## src/rtl/dmem_arbiter_pkg.sv

```systemverilog
// Shared types and constants for the data-memory arbiter between the CPU MEM stage
// and the debug port.
package dmem_arbiter_pkg;

    typedef enum logic {
        NORMAL = 1'b0,
        FORCE  = 1'b1
    } arb_state_e;

    typedef enum logic {
        CPU = 1'b0,
        DBG = 1'b1
    } owner_e;

    localparam logic [2:0] DBG_FUNC3_WORD = 3'b010;
    localparam int         STARVE_W       = 4;

endpackage

```

## src/rtl/dmem_arbiter_starve_ctr.sv

```systemverilog
// Saturating count of cycles a debug request has waited; raises force_req on the
// cycle whose closing edge brings the count to STARVE_MAX.
module arb_starve_ctr
    import dmem_arbiter_pkg::*;
#(
    parameter int STARVE_MAX = 4
) (
    input  logic clk,
    input  logic reset,
    input  logic dbg_req,
    input  logic dbg_gnt,
    output logic force_req
);

    localparam logic [STARVE_W-1:0] FORCE_AT = STARVE_W'(STARVE_MAX - 1);

    logic [STARVE_W-1:0] starve_cnt;
    logic                waiting;

    assign waiting   = dbg_req & ~dbg_gnt;
    assign force_req = waiting & (starve_cnt == FORCE_AT);

    always_ff @(posedge clk) begin
        if (reset) begin
            starve_cnt <= '0;
        end else if (!waiting) begin
            starve_cnt <= '0;
        end else if (starve_cnt != {STARVE_W{1'b1}}) begin
            starve_cnt <= starve_cnt + 1'b1;
        end
    end

endmodule

```

## src/rtl/dmem_arbiter.sv

```systemverilog
// Data-memory arbiter: CPU has priority, debug accesses fill idle cycles or are forced
// in after STARVE_MAX waiting cycles. Define DMEM_ARB_PERF_EN to add perf counters.
module dmem_arbiter
    import dmem_arbiter_pkg::*;
#(
    parameter int DM_ADDRESS = 9,
    parameter int DATA_W     = 32,
    parameter int STARVE_MAX = 4
) (
    input  logic                  clk,
    input  logic                  reset,
    input  logic                  cpu_rd,
    input  logic                  cpu_wr,
    input  logic [DM_ADDRESS-1:0] cpu_addr,
    input  logic [DATA_W-1:0]     cpu_wdata,
    input  logic [2:0]            cpu_func3,
    output logic [DATA_W-1:0]     cpu_rdata,
    output logic                  cpu_stall,
    input  logic                  dbg_req,
    input  logic                  dbg_we,
    input  logic [DM_ADDRESS-1:0] dbg_addr,
    input  logic [DATA_W-1:0]     dbg_wdata,
    output logic                  dbg_gnt,
    output logic                  dbg_rvalid,
    output logic [DATA_W-1:0]     dbg_rdata,
    output logic                  mem_rd,
    output logic                  mem_wr,
    output logic [DM_ADDRESS-1:0] mem_addr,
    output logic [DATA_W-1:0]     mem_wdata,
    output logic [2:0]            mem_func3,
    input  logic [DATA_W-1:0]     mem_rdata
`ifdef DMEM_ARB_PERF_EN
    ,
    output logic [31:0]           perf_cpu_cnt,
    output logic [31:0]           perf_dbg_cnt,
    output logic [31:0]           perf_stall_cnt
`endif
);

    arb_state_e state;
    arb_state_e state_next;
    owner_e     owner;
    logic       cpu_act;
    logic       force_req;

    assign cpu_act = cpu_rd | cpu_wr;

    arb_starve_ctr #(
        .STARVE_MAX(STARVE_MAX)
    ) u_starve (
        .clk      (clk),
        .reset    (reset),
        .dbg_req  (dbg_req),
        .dbg_gnt  (dbg_gnt),
        .force_req(force_req)
    );

    always_ff @(posedge clk) begin
        if (reset) begin
            state <= NORMAL;
        end else begin
            state <= state_next;
        end
    end

    // FORCE lasts exactly one cycle and lets a starved debug request pre-empt the CPU.
    always_comb begin
        state_next = state;
        owner      = CPU;
        case (state)
            NORMAL: begin
                if (dbg_req && !cpu_act) owner = DBG;
                if (force_req) state_next = FORCE;
            end
            FORCE: begin
                if (dbg_req) owner = DBG;
                state_next = NORMAL;
            end
            default: state_next = NORMAL;
        endcase
    end

    assign dbg_gnt   = (owner == DBG) & dbg_req;
    assign cpu_stall = cpu_act & (owner == DBG);
    assign cpu_rdata = (owner == CPU) ? mem_rdata : '0;

    always_comb begin
        mem_rd    = cpu_rd;
        mem_wr    = cpu_wr;
        mem_addr  = cpu_addr;
        mem_wdata = cpu_wdata;
        mem_func3 = cpu_func3;
        if (owner == DBG) begin
            mem_rd    = ~dbg_we;
            mem_wr    = dbg_we;
            mem_addr  = dbg_addr;
            mem_wdata = dbg_wdata;
            mem_func3 = DBG_FUNC3_WORD;
        end
    end

    // Read data is captured at the granted edge; dbg_rdata holds until the next debug read.
    always_ff @(posedge clk) begin
        if (reset) begin
            dbg_rvalid <= 1'b0;
            dbg_rdata  <= '0;
        end else begin
            dbg_rvalid <= dbg_gnt & ~dbg_we;
            if (dbg_gnt && !dbg_we) dbg_rdata <= mem_rdata;
        end
    end

`ifdef DMEM_ARB_PERF_EN
    always_ff @(posedge clk) begin
        if (reset) begin
            perf_cpu_cnt   <= '0;
            perf_dbg_cnt   <= '0;
            perf_stall_cnt <= '0;
        end else begin
            if (cpu_act && owner == CPU) perf_cpu_cnt <= perf_cpu_cnt + 32'd1;
            if (dbg_gnt) perf_dbg_cnt <= perf_dbg_cnt + 32'd1;
            if (cpu_stall) perf_stall_cnt <= perf_stall_cnt + 32'd1;
        end
    end
`endif

endmodule

```

## config.mk

```make
export PLATFORM = sky130hd
export DESIGN_NAME = dmem_arbiter
export DESIGN_NICKNAME = d
export VERILOG_FILES = /design/src/rtl/dmem_arbiter_pkg.sv /design/src/rtl/dmem_arbiter_starve_ctr.sv /design/src/rtl/dmem_arbiter.sv
export SDC_FILE = /design/constraint.sdc
export NUM_CORES = 1
export LEC_CHECK = 0
export CAP_MARGIN = 30
export CORE_AREA = 5 5 89 91
export CTS_BUF_LIST = sky130_fd_sc_hd__clkbuf_8
export CTS_CLUSTER_DIAMETER = 40
export DETAILED_ROUTE_END_ITERATION = 8
export DIE_AREA = 0 0 94 96
export DONT_BUFFER_PORTS = 1
export GPL_TIMING_DRIVEN = 0
export PLACE_DENSITY_LB_ADDON = 0.12
export SLEW_MARGIN = 20
export SYNTH_ARGS = -nofsm -noshare
export SYNTH_HDL_FRONTEND = slang
export SYNTH_SLANG_ARGS = --single-unit
export TNS_END_PERCENT = 1
```

## constraint.sdc

```tcl
create_clock -name clk -period 2.3 [get_ports clk]
set_clock_uncertainty 0.2 [all_clocks]
set_input_delay 0.46 -clock clk [delete_from_list [all_inputs] [get_ports clk]]
set_output_delay 0.46 -clock clk [all_outputs]
set_load 0.02 [all_outputs]
```

==> out/metrics.cfg, run 1 <==
[clock_network]
cts_sinks=38
holdBufCountCts=0
clk_pin_slew_ps=80
cts_root_buffer=clkbuf_8
cts_tree=yes
clockBufferDepth=2
cts_made_buffers=5
cts_setup_buffers=0
cts.repair.resized=23
htree_levels=2
clkLatencyLatePin_ps=290

[layout]
n_fill_cell=765
syn_to_final_growth_pct=11.3
drive_gt1_frac=0.267
final_nets=393
mostFrequentLayoutCells=mux2_2 (38), dfxtp_1 (38), a21oi_1 (33), or3b_1 (32), o21ai_0 (32)
finish.instance_area_um2=2590
stdcell_count=369
antennaDiodeCount=0

[placement]
port_buffers=0
gp_congestion=0.799
hpwl_mm=6.65
placed_area_um2=2450
placed_cells_incl_taps=363

[timing]
maxSlewViolCount=0
setup_viol=0
max_freq_ghz=0.438
rsz0062_at_grt=true
finalHoldViolCount=0
maxSlewHeadroom=0.662
worstMarginPinSlew_ps=507
min_period_ps=2280
timing.final.crit_share=0.993

[logic_synthesis]
synth.avg_cell_area_um2=8.83
synth_top_area_share=0.326
ys_types=26
ys.warnings.count=0
syn_nets=388
synthCells=264
syn-cell-area_um2=2330
yosys-top-cells-area=dfxtp_1 (33%), or3b_1 (12%), mux2_1 (10%), mux2_2 (9.7%), and2_1 (9.1%)
ys_seq_area_frac=0.326
synth-seq-cells=38
yosysTopAreaCell=dfxtp_1

[run]
drv_cap=0

[setup_path]
crit_type=reg -> out
cp-end-kind=output pin
start_kind=register
crit_required_ps=1640
worstPathArrival_ps=1620
path_max_fanout=10

[route]
wl_mm=8.27
remaining_drc_errors=0
ant_nets=0
first_iter_violations=59
routed_via_density=5.40
num_vias=1994
wl_per_cell_um=22.4
dr.pass1.iters=4

[floorplanning]
die_area_um2=9020
initial_core_util=0.330
die_h_um=96
placementRows=31
core_area_um2=7060
num_io_pins=236
die_w_um=94

[power_and_ir_drop]
leakage_nw=0.899
ir_drop_mv=0.332
power_density_nw_per_um2=588

[global_route]
grt_pass1_vias=1977
grt-ovfl-total=0
met3_usage=0.0641
antenna_found_initial=0
grt_usage=0.169
use_met1=0.215
grt_max_degree=20
grt_pass1_wl_mm=11.5
grtUsageMet2=0.272
top_usage_layer=met2

[outcome]
status=finished clean

[worst_hold_path]
min_path_type=in -> reg

==> metal layers <==
layer,part of all wire,routed length (um)
met1,0.42,3470
met2,0.47,3880
met3,0.11,876
met4,0.0047,39
met5,0,0
==> synth_stat cells <==
| master | count |
|---|---|
| a211oi_1 | 1 |
| clkbuf_1 | 18 |
| nor3_1 | 2 |
| nand2_1 | 2 |
| o21ai_0 | 32 |
| xnor2_1 | 1 |
| mux2i_1 | 1 |
| dfxtp_1 | 38 |
| inv_1 | 1 |
| nor2_1 | 9 |
| a31oi_1 | 1 |
| and2_1 | 34 |
| a21o_1 | 1 |
| nor4b_1 | 1 |
| nand3b_1 | 1 |
| nand2b_1 | 2 |
| mux2_2 | 20 |
| o21ba_2 | 1 |
| or3b_1 | 32 |
| mux2_1 | 21 |
| a21oi_1 | 33 |
| nand3_1 | 2 |
| buf_6 | 3 |
| buf_2 | 5 |
| ha_1 | 1 |
| o21bai_1 | 1 |
==> power by group <==
part	internal (mW)	total, mW	switching, mW
clock	0.238	0.477	0.239
sequential	0.671	0.696	0.0248
combinational	0.111	0.353	0.242
==> cell families (layout without fill, tap and decap cells) <==
family	Yosys count	in the layout	synth area share
adders and majority gates	1	1	0.00537
AOI/OAI and AO/OA	70	70	0.156
buffers and inverters	27	33	0.0558
xor gates and xnor gates	1	1	0.00376
and+or+nand+nor	85	85	0.250
DFF	38	38	0.326
muxes	42	42	0.202
==> worst max-delay path, cell delays in order (launching register included) <==
cell      delay (ps)
dfxtp_1          310
o21bai_1         170
nand2_2          190
buf_4            220
mux2_1           430
==> final timing paths <==
check                    startpoint                     end  slack, ps  depth (start not counted)
max reg2reg                   state                   state        530                          4
min                    mem_rdata[5]            dbg_rdata[5]        200                          2
max                           state           mem_wdata[21]         20                          4
min reg2reg  u_starve.starve_cnt[1]  u_starve.starve_cnt[1]        360                          2
==> final cells by class <==
type | instances | area [um2] | share of cell area
multi-input combinational | 199 | 1460 | 0.563
clock inverter | 2 | 8.76 | 0.00338
clock buffer | 6 | 82.6 | 0.0318
sequential | 38 | 761 | 0.293
buffer | 24 | 154 | 0.0593
tap | 99 | 124 | 0.0478
inverter | 1 | 3.75 | 0.00145
==> through the flow <==
step / TNS [ps] / util / setup WS (ps) / power, mW / hold slack [ps]
2_1_floorplan: 0 / - / 206 / 0.998 / 268
3_3_place_gp: -1210 / 0.348 / -321 / 1.06 / 327
3_5_place_dp: -1410 / 0.348 / -317 / 1.05 / 327
4_1_cts: -7.69 / 0.365 / -4.17 / 1.55 / 187
5_1_grt: -1560 / 0.367 / -74.1 / 1.61 / 187
6_report: 0 / 0.367 / 16.8 / 1.53 / 200
==> registers in the layout (all words and copies together) (netlist names) <==
| register | flops |
|---|---|
| u_starve.starve_cnt | 4 |
| dbg_rdata | 32 |
| state | 1 |
| dbg_rvalid | 1 |
Note: power is estimated with default switching activity, not from simulation.
==> inputs of run 2 (changes only) <==
--- a/config.mk
+++ b/config.mk
@@ -6,6 +6,8 @@
 export NUM_CORES = 1
 export LEC_CHECK = 0
 export CAP_MARGIN = 30
+export CELL_PAD_IN_SITES_DETAIL_PLACEMENT = 1
+export CELL_PAD_IN_SITES_GLOBAL_PLACEMENT = 1
 export CORE_AREA = 5 5 89 91
 export CTS_BUF_LIST = sky130_fd_sc_hd__clkbuf_8
 export CTS_CLUSTER_DIAMETER = 40
==> run 2 against run 1 <==
Against the previous run: total power is 3.4% lower; non-clock buffer count is 1 higher; first-iteration DRC count is 10% lower; sequential power hardly changed; critical path type unchanged; critical endpoint is now mem_addr[6]; highest routed layer unchanged.
==> out/metrics.cfg, run 2 (synthesis results as in run 1) <==
[outcome]
status=finished clean  ; unchanged

[power_and_ir_drop]
power_density_nw_per_um2=573  ; was 588 nW/um2
ir_drop_mv=0.199  ; was 0.332 mV
leakage_nw=0.892  ; was 0.899 nW
clock_power_share=0.289  ; was 0.313
pwr-share-seq=0.473  ; was 0.456
sw_frac_of_total=0.333  ; was 0.332
p_switching_mw=0.491  ; was 0.506 mW
combPwrFrac=0.239  ; was 0.231
intPower_mw=0.982  ; was 1.02 mW

[clock_network]
cts_setup_buffers=0  ; unchanged
cts_root_buffer=clkbuf_8  ; unchanged
clkLatencyLatePin_ps=280  ; was 290 ps
holdBufCountCts=0  ; unchanged
htree_levels=2  ; unchanged
cts_made_buffers=5  ; unchanged
cts_sinks=38  ; unchanged
clk_pin_slew_ps=70  ; was 80 ps
cts_tree=yes  ; unchanged
clockBufferDepth=2  ; unchanged

[global_route]
antenna_found_initial=0  ; unchanged
grt_pass1_wl_mm=11.8  ; was 11.5 mm
grt_max_degree=20  ; unchanged
grt-ovfl-total=0  ; unchanged
grt_usage=0.168  ; was 0.169
grt_pass1_vias=2077  ; was 1977

[floorplanning]
num_io_pins=236  ; unchanged
die_h_um=96  ; unchanged
placementRows=31  ; unchanged
die_area_um2=9020  ; unchanged
initial_core_util=0.330  ; unchanged
core_area_um2=7060  ; unchanged
die_w_um=94  ; unchanged

[setup_path]
r2r_slack_ps=640  ; was 530 ps
worstPathArrival_ps=1590  ; was 1620 ps
cp-startpoint=state  ; unchanged
crit_chain=o21bai_1, nand2_2, clkbuf_4, mux2_2  ; was o21bai_1, nand2_2, buf_4, mux2_1
start_kind=register  ; unchanged
crit_required_ps=1640  ; about the same
worst-path-stages=4  ; unchanged
r2r-end=state  ; unchanged
worstPathBufferInverterCount=1  ; unchanged
critPathSlowestCell=mux2_2  ; was mux2_1
path_max_fanout=10  ; unchanged
r2r_cells=4  ; unchanged
endpoint=mem_addr[6]  ; was mem_wdata[21]
cpPeakStageDelay_ps=410  ; was 430 ps
cp-end-kind=output pin  ; unchanged
r2r_start=state  ; unchanged
path_delay_family=multiplexers  ; unchanged
crit_type=reg -> out  ; unchanged

[layout]
drive_gt1_frac=0.274  ; was 0.267
final_nets=394  ; was 393
finish.instance_area_um2=2570  ; was 2590 um2
stdcell_count=369  ; unchanged
syn_to_final_growth_pct=10.2  ; was 11.3%
antennaDiodeCount=0  ; unchanged
largest_register=dbg_rdata  ; unchanged
largestRegisters=dbg_rdata x32, u_starve.starve_cnt x4  ; unchanged
n_fill_cell=835  ; was 765
final_common_cell=mux2_2
mostFrequentLayoutCells=mux2_2 (41), dfxtp_1 (38), a21oi_1 (33), or3b_1 (32), o21ai_0 (32)  ; was mux2_2 (38), dfxtp_1 (38), a21oi_1 (33), or3b_1 (32), o21ai_0 (32)
largest_reg_flops=32  ; unchanged

[placement]
placed_cells_incl_taps=363  ; unchanged
gp_congestion=0.729  ; was 0.799
pre_cts_ws_ps=-296  ; was -317 ps
placed_area_um2=2450  ; unchanged
hpwl_mm=6.77  ; was 6.65 mm
port_buffers=0  ; unchanged

[route]
remaining_drc_errors=0  ; unchanged
ant_nets=0  ; unchanged
wl_mm=8.35  ; was 8.27 mm
wl_per_cell_um=22.6  ; was 22.4 um
first_iter_violations=53  ; was 59
routed_via_density=5.46  ; was 5.40
dr.pass1.iters=4  ; unchanged
num_vias=2013  ; was 1994

[timing]
min_period_ps=2250  ; was 2280 ps
tns_ps=0  ; unchanged
setup_viol=0  ; unchanged
fin_ws_ps=52.3  ; was 16.8 ps
maxSlewHeadroom=0.667  ; was 0.662
worstMarginPinSlew_ps=499  ; was 507 ps
rsz0062_at_grt=true  ; unchanged
max_freq_ghz=0.445  ; was 0.438 GHz
timing.final.crit_share=0.977  ; was 0.993
finalHoldViolCount=0  ; unchanged
maxSlewViolCount=0  ; unchanged

[run]
drv_cap=0  ; unchanged

[worst_hold_path]
min_path_type=in -> reg  ; unchanged
hold_depth=2  ; unchanged

-- run 2: worst min path at each step --
| stage | from | slack [ps] | endpoint |
|---|---|---|---|
| 3_5_place_dp | u_starve.starve_cnt[3] | 310 | state |
| 5_1_grt | mem_rdata[12] | 200 | dbg_rdata[12] |
| 3_3_place_gp | u_starve.starve_cnt[3] | 320 | state |
| 2_1_floorplan | u_starve.starve_cnt[3] | 270 | state |
| 4_1_cts | mem_rdata[28] | 190 | dbg_rdata[28] |
| 6_report | mem_rdata[27] | 210 | dbg_rdata[27] |
-- run 2: repair_timing --
item,CTS,global route
endpoints found under the hold margin,0,0
endpoints found under the setup margin,80,60
pin swaps,1,0
gates resized for setup,24,24
-- run 2: layout make-up --
type                    count  area, um2  area share
multi-input cells         199       1460       0.568
flip-flops and latches     38        761       0.296
plain buffers              25        145      0.0565
well taps                  99        124      0.0482
clock buffers               5       68.8      0.0268
clock inverters             2       7.51     0.00292
inverters                   1       3.75     0.00146
-- run 2: through the flow --
| stage | power [mW] | hold slack (ps) | utilization |
|---|---|---|---|
| 6_report | 1.47 | 207 | 0.364 |
| 5_1_grt | 1.55 | 198 | 0.364 |
| 4_1_cts | 1.50 | 195 | 0.363 |
| 3_5_place_dp | 1.05 | 307 | 0.348 |
| 3_3_place_gp | 1.05 | 321 | 0.348 |
| 2_1_floorplan | 0.998 | 268 | - |
-- run 2: power by group through the flow --
stage	Sequential (mW)	Combinational, mW	Clock, mW
finish	0.696	0.351	0.425
global route	0.698	0.376	0.476
CTS	0.696	0.351	0.450
detailed placement	0.712	0.342	0
global placement	0.712	0.342	0
floorplan	0.708	0.290	0
-- run 2: routing by layer --
metal,share of wire,wire length (um),global-route usage,up-vias
met3,0.091,761,0.0532,2
met4,0.0028,23,0.0325,0
li1,-,-,-,942
met1,0.43,3610,0.221,952
met2,0.47,3950,0.273,117
met5,0,0,0,-
